===== src/rtl/jk_bank_arbiter.sv =====
// Round-robin arbiter sharing one bank of master-slave JK flip-flops; one command per 3 cycles,
// req sampled at grant edge E0, q/done after E2; requests arriving while busy wait for IDLE.
module jk_bank_arbiter #(
  parameter int N_REQ = 4,
  parameter int WIDTH = 8
) (
  input  logic                     clk,
  input  logic                     rst_n,
  input  logic [N_REQ-1:0]         req,
  input  logic [2*N_REQ-1:0]       cmd,
  input  logic [WIDTH*N_REQ-1:0]   mask,
  output logic [N_REQ-1:0]         gnt,
  output logic                     busy,
  output logic                     done,
  output logic [WIDTH-1:0]         q
);

  localparam int PTR_W = $clog2(N_REQ);

  typedef enum logic [1:0] {
    IDLE    = 2'd0,
    CAPTURE = 2'd1,
    COMMIT  = 2'd2
  } state_t;

  state_t            state;
  state_t            state_nxt;
  logic              arb_go;
  logic              capture_go;
  logic              commit_go;

  logic [PTR_W-1:0]  rr_ptr;
  logic [PTR_W-1:0]  rr_nxt;
  logic [PTR_W-1:0]  winner;
  logic [PTR_W-1:0]  idx;
  logic [PTR_W:0]    idx_sum;
  logic              found;

  logic [1:0]        cmd_sel;
  logic [WIDTH-1:0]  mask_sel;
  logic [N_REQ-1:0]  gnt_nxt;

  logic [1:0]        cmd_q;
  logic [WIDTH-1:0]  mask_q;
  logic [WIDTH-1:0]  master;
  logic [WIDTH-1:0]  jk_val;
  logic [WIDTH-1:0]  master_nxt;

  // Scan requesters starting at rr_ptr, wrapping past N_REQ-1; first active one wins.
  always_comb begin
    winner  = '0;
    found   = 1'b0;
    idx_sum = '0;
    idx     = '0;
    for (int k = 0; k < N_REQ; k++) begin
      idx_sum = {1'b0, rr_ptr} + (PTR_W+1)'(k);
      if (idx_sum >= (PTR_W+1)'(N_REQ)) begin
        idx_sum = idx_sum - (PTR_W+1)'(N_REQ);
      end
      idx = idx_sum[PTR_W-1:0];
      if (!found && req[idx]) begin
        found  = 1'b1;
        winner = idx;
      end
    end
  end

  assign rr_nxt = (winner == PTR_W'(N_REQ-1)) ? '0 : winner + PTR_W'(1);

  always_comb begin
    cmd_sel  = '0;
    mask_sel = '0;
    gnt_nxt  = '0;
    for (int i = 0; i < N_REQ; i++) begin
      if (winner == PTR_W'(i)) begin
        cmd_sel    = cmd[2*i +: 2];
        mask_sel   = mask[WIDTH*i +: WIDTH];
        gnt_nxt[i] = 1'b1;
      end
    end
  end

  always_ff @(posedge clk or negedge rst_n) begin
    if (!rst_n) begin
      state <= IDLE;
    end else begin
      state <= state_nxt;
    end
  end

  always_comb begin
    state_nxt  = state;
    arb_go     = 1'b0;
    capture_go = 1'b0;
    commit_go  = 1'b0;
    case (state)
      IDLE: begin
        if (found) begin
          arb_go    = 1'b1;
          state_nxt = CAPTURE;
        end
      end
      CAPTURE: begin
        capture_go = 1'b1;
        state_nxt  = COMMIT;
      end
      COMMIT: begin
        commit_go = 1'b1;
        state_nxt = IDLE;
      end
      default: state_nxt = IDLE;
    endcase
  end

  // JK truth table on the slave value: {j,k} 00 hold, 01 clear, 10 set, 11 toggle.
  always_comb begin
    jk_val = q;
    case (cmd_q)
      2'b00: jk_val = q;
      2'b01: jk_val = '0;
      2'b10: jk_val = '1;
      2'b11: jk_val = ~q;
      default: jk_val = q;
    endcase
  end

  assign master_nxt = (mask_q & jk_val) | (~mask_q & q);

  // Master only loads in CAPTURE and slave only in COMMIT, so a toggle is applied once.
  always_ff @(posedge clk or negedge rst_n) begin
    if (!rst_n) begin
      gnt    <= '0;
      done   <= 1'b0;
      q      <= '0;
      master <= '0;
      rr_ptr <= '0;
      cmd_q  <= '0;
      mask_q <= '0;
    end else begin
      done <= 1'b0;
      if (arb_go) begin
        cmd_q  <= cmd_sel;
        mask_q <= mask_sel;
        gnt    <= gnt_nxt;
        rr_ptr <= rr_nxt;
      end
      if (capture_go) begin
        master <= master_nxt;
      end
      if (commit_go) begin
        q    <= master;
        done <= 1'b1;
        gnt  <= '0;
      end
    end
  end

  assign busy = (state != IDLE);

endmodule


===== config.mk =====
export PLATFORM = sky130hd
export DESIGN_NAME = jk_bank_arbiter
export DESIGN_NICKNAME = d
export VERILOG_FILES = /design/src/rtl/jk_bank_arbiter.sv
export SDC_FILE = /design/constraint.sdc
export NUM_CORES = 1
export LEC_CHECK = 0
export ABC_AREA = 1
export BUFFER_PORTS_ARGS = -buffer_cell sky130_fd_sc_hd__buf_4
export CORE_MARGIN = 2
export CORE_UTILIZATION = 47
export DETAILED_ROUTE_END_ITERATION = 10
export PLACE_DENSITY = 0.81
export REMOVE_ABC_BUFFERS = 1
export SYNTH_ARGS = -nofsm -noshare
export SYNTH_HDL_FRONTEND = slang
export SYNTH_SLANG_ARGS = --single-unit

===== constraint.sdc =====
create_clock -name clk -period 2.4 [get_ports clk]
set_input_delay 0.12 -clock clk [delete_from_list [all_inputs] [get_ports clk]]
set_output_delay 0.12 -clock clk [all_outputs]
set_load 0.02 [all_outputs]

## Word-level counts from Yosys, hierarchy flattened

Cells that the tools add are included.

| word-level totals | value |
|---|---|
| bits in registers | 35 |
| input bits | 46 |
| output and inout bits | 14 |
| word-level logic and storage cells | 92 |

| operators by class | value |
|---|---|
| add/subtract/negate cells | 8 |
| magnitude comparators | 8 |
| equal/unequal tests | 9 |
| multiplexer cells | 43 |
| bitwise logic cells | 5 |
| reduce and logical (&&, ||, !) cells | 11 |

Operators with widths:

| cell | count |
|---|---|
| $mux W8 | 4 |
| $pmux W8 S4 | 1 |
| $mux W2 | 14 |
| $mux W1 | 17 |
| $and A8 B8 Y8 | 2 |
| $not A8 Y8 | 2 |
| $lt A2 B3 Y1 const B | 4 |
| $eq A2 B2 Y1 const B | 5 |
| $ge A3 B3 Y1 const B | 3 |
| $bmux W1 S2 | 4 |
| $mux W4 | 2 |
| $or A8 B8 Y8 | 1 |
| $sub A2 B1 Y2 const B | 4 |
| $add A2 B2 Y3 const B | 2 |
| $eq A2 B1 Y1 const B | 3 |
| $logic_not A2 Y1 | 3 |
| $pmux W2 S2 | 1 |
| $reduce_bool A2 Y1 | 2 |
| $add A2 B1 Y3 const B | 1 |
| $ge A2 B3 Y1 const B | 1 |
| $logic_and A1 B1 Y1 | 3 |
| $logic_not A1 Y1 | 3 |
| $add A2 B1 Y2 const B | 1 |
| $ne A2 B2 Y1 const B | 1 |

## Longest topological paths before layout

| logic depth | value |
|---|---|
| depth after elaboration | 19 |
| depth in mapped cells | 18 |
| mapped depth without buffers | 17 |

## Worst setup path before layout

OpenSTA, ideal clock, no wires.

| timing | value |
|---|---|
| path kind | reg2reg |
| start | reg rr_ptr[0] |
| end | reg mask_q[3] |
| library setup time | 0.074 ns |
| data arrival time | 2.279 ns |
| data required time | 2.326 ns |
| slack | 0.047 ns |
| cell stages (with the launch flop) | 16 |
| path buffers | 1 |
| clock period less this slack | 2.353 ns |
| cells stage by stage | dfrtp_1 -> buf_6 -> inv_6 -> nand2_1 -> nand3_1 -> nand2_2 -> nor2_8 -> nand3_4 -> nand3_1 -> inv_1 -> ha_1 -> nor2_1 -> nand2_1 -> a22oi_1 -> o21bai_1 -> o21ai_2 |

| between the ends | value |
|---|---|
| longest elaborated chain between the ends | 19 |
| elaborated cells on any way between the ends | 47 |
| classes of those cells | add/sub: 7; order compare: 4; eq/ne: 3; mux: 26; reduce/logical: 7 |

RTL lines:

| what | line | RTL |
|---|---|---|
| start: declaration | 32 | `logic [PTR_W-1:0] rr_ptr;` |
| start signal: assignment | 145 | `rr_ptr <= rr_nxt;` |
| branches (longest 19 deep; another with $add A2 B1 Y3) | - |  |
| end signal: assignment | 143 | `mask_q <= mask_sel;` |
| end: declaration | 44 | `logic [WIDTH-1:0] mask_q;` |

Parallel ways; which one is timed is not known. The select of a mux whose other input is x is not followed.
A chain may end at the register's enable or synchronous reset.

## Worst setup path after layout

| timing | value |
|---|---|
| start | reg rr_ptr[0] |
| end | reg mask_q[1] |

Same word-level chain as after synthesis.

==> flow_summary.toml <==
[worst_setup_path]
slowest_delay_ps = 470
cp.required_ps = 2590
slowest_stage = "dfrtp_2"
arrival_ps = 2450
path_delay_family = "simple AND/OR/NAND/NOR gates"
critPathKind = "reg -> reg"
path_cells = "clkinv_4 > nand2_1 > nand2_2 > nand2_1 > o21ai_4 > nand3b_1 > nand3_1 > nand2_2 > inv_2 > ha_2 > buf_12 > a21oi_1 > a22oi_2 > o21bai_1 > o21ai_2"
critPathBufInv = 3
crit_fanout = 16
crit_path_end_kind = "flip-flop"
reg2reg_slack_ps = 130
crit_path_start_kind = "flip-flop"

[routing]
vias_per_cell = 5.15
post_drt_wl_per_cell_microns = 13.3
drcViolationCount = 0
drtPass1Iterations = 4
ant_nets = 0
routed_wl_microns = 5310
vias = 2048
drtIter0Drc = 95

[pwr]
p_per_area_nw_per_um2 = 1880
leakage_nw = 1.49
ir_drop_mv = 1.02

[global_route]
antenna_found_initial = 0
grt_max_degree = 36
track_usage = 0.216
overflow = 0
grt_pass1_wl_microns = 8560
grt_pass1_vias = 1902

[logic_synthesis]
seq_area_frac_synth = 0.403
yosys.area.top_type = "dfrtp_1"
synth_cell_types = 29
yosys_warnings = 0
syn_avg_cell_area_sq_um = 7.88
syn_inst = 276
netlist_top_cells_area = "dfrtp_1, nand2_1, inv_1, o21ai_2, nand3_1"
synth-seq-cells = 35
syn_area_sq_um = 2170
yosysTopAreaCellShare = 0.403

[finish]
final_layout_size_suffix_gt1_frac = 0.384
nFillCells = 379
fin_nets = 395
diodes = 0
design_area_sq_um = 2950
syn_to_final_growth_pct = 35.7

[placement]
dp_worst_setup_slack_ps = -61.5
placed_cell_area_sq_um = 2690
gp_congestion = 0.933
port_buffers = 59
dpl.hpwl_microns = 3760

[status]
status = "complete, no violations"

[floorplan]
die_h_microns = 72.0
start_util = 0.493
rows = 24
die-width_microns = 72.0
dieArea_sq_um = 5190
ios = 60
coreArea_sq_um = 4410

[clocking]
cts_sinks = 35
cts_tree = "done"
clkSlewWorstSetupHoldPaths_ps = 80
numCtsBuffers = 5
clockBufferDepth = 2
htreeDepth = 2
clk_latency_ps = 300
root_buffer = "clkbuf_8"

[flow_run]
drv_cap = 0

[timing]
hold_slack_ps = 225
worst_slack_ps = 134
setup_violations = 0
fmax_ghz = 0.441
slew_headroom = 0.651
skew_ps = 5.38
tns_ps = 0
final_hold_viol_count = 0
min_period_ps = 2270
drv_slew = 0
final.period_utilization = 0.944
tightest_slew_ps = 520

[min_path]
hp-class = "in -> reg"
==> routing by layer <==
layer / vias to the layer above / share of wire / global-route usage
li1: 1047 / - / -
met1: 941 / 0.44 / 0.271
met2: 49 / 0.50 / 0.345
met3: 11 / 0.039 / 0.0542
met4: 0 / 0.025 / 0.117
met5: - / 0 / 0
==> area by class of cell <==
class / count / area, sq um / area share
Sequential cell: 35 / 878 / 0.298
Tap cell: 52 / 65.1 / 0.0221
Inverter: 35 / 143 / 0.0483
Multi-Input combinational cell: 195 / 1170 / 0.398
Timing Repair Buffer: 72 / 571 / 0.193
Timing Repair inverter: 1 / 7.51 / 0.00254
Clock buffer: 5 / 68.8 / 0.0233
Clock inverter: 3 / 43.8 / 0.0148
==> metrics by stage <==
stage          total power [W]  instances  utilization
5_1_grt                0.00599        398        0.668
3_5_place_dp           0.00446        385        0.608
6_report               0.00554        398        0.668
2_1_floorplan          0.00343        265            -
4_1_cts                0.00502        394        0.636
3_3_place_gp           0.00434        385        0.608
==> synth_stat cells, drive strengths merged <==
cell    count
o21ai      21
clkbuf      6
nand2      84
a21oi      18
nand3      24
buf         5
o21bai     10
nand3b      1
a22oi      10
dfrtp      35
nor2       15
o22ai       7
ha          4
nand4       1
clkinv      2
inv        33
==> repair_timing <==
item,CTS,global route
setup endpoints to repair,9,10
cloned,0,1
resized for setup,1,33
hold buffers,1,0
pin swaps,0,8
setup buffers,0,3
hold endpoints to repair,35,0
==> cells by family after synthesis <==
group           Yosys count  share of synthesized area
buf+inv                  46                     0.0984
compound gates           66                      0.200
fa+ha+maj                 4                     0.0230
flops                    35                      0.403
simple gates            125                      0.276
==> power by group <==
part           total [W]  internal, W  switching, W
sequential       0.00110     0.000863      0.000235
clock           0.000541     0.000309      0.000231
combinational    0.00390      0.00166       0.00224
==> state kept, by name (all words and copies together), names as in the netlist <==
name,flops
cmd_q,2
rr_ptr,2
q,8
state,2
gnt,4
mask_q,8
done,1
master,8
==> cell usage in the layout, fill, tap and decap left out, types with 6 or more instances in the layout <==
cell / instances
a22oi_2: 6
o22ai_1: 7
nand2_1: 71
o21ai_0: 9
dfrtp_1: 33
nand2_2: 11
o21bai_1: 10
buf_4: 67
nand3_1: 18
a21oi_1: 17
nor2_1: 13
o21ai_2: 11
inv_1: 27
==> final timing paths <==
kind,startpoint,endpoint,cells past startpoint
setup / recovery,rr_ptr[0],mask_q[1],15
hold / removal,cmd[6],cmd_q[0],4
setup reg to reg,rr_ptr[0],mask_q[1],15
hold reg to reg,state[0],done,1
max in group asynchronous,rst_n,rr_ptr[0],2
min in group asynchronous,rst_n,q[0],2
==> worst min-delay path, delay by kind of cell <==
kind / cells / cell delay (ps)
buffers and inverters: 1 / 110
AO/OA/AOI/OAI: 2 / 180
AND/OR/NAND/NOR: 1 / 80
Note: power is estimated with default switching activity, not from simulation.
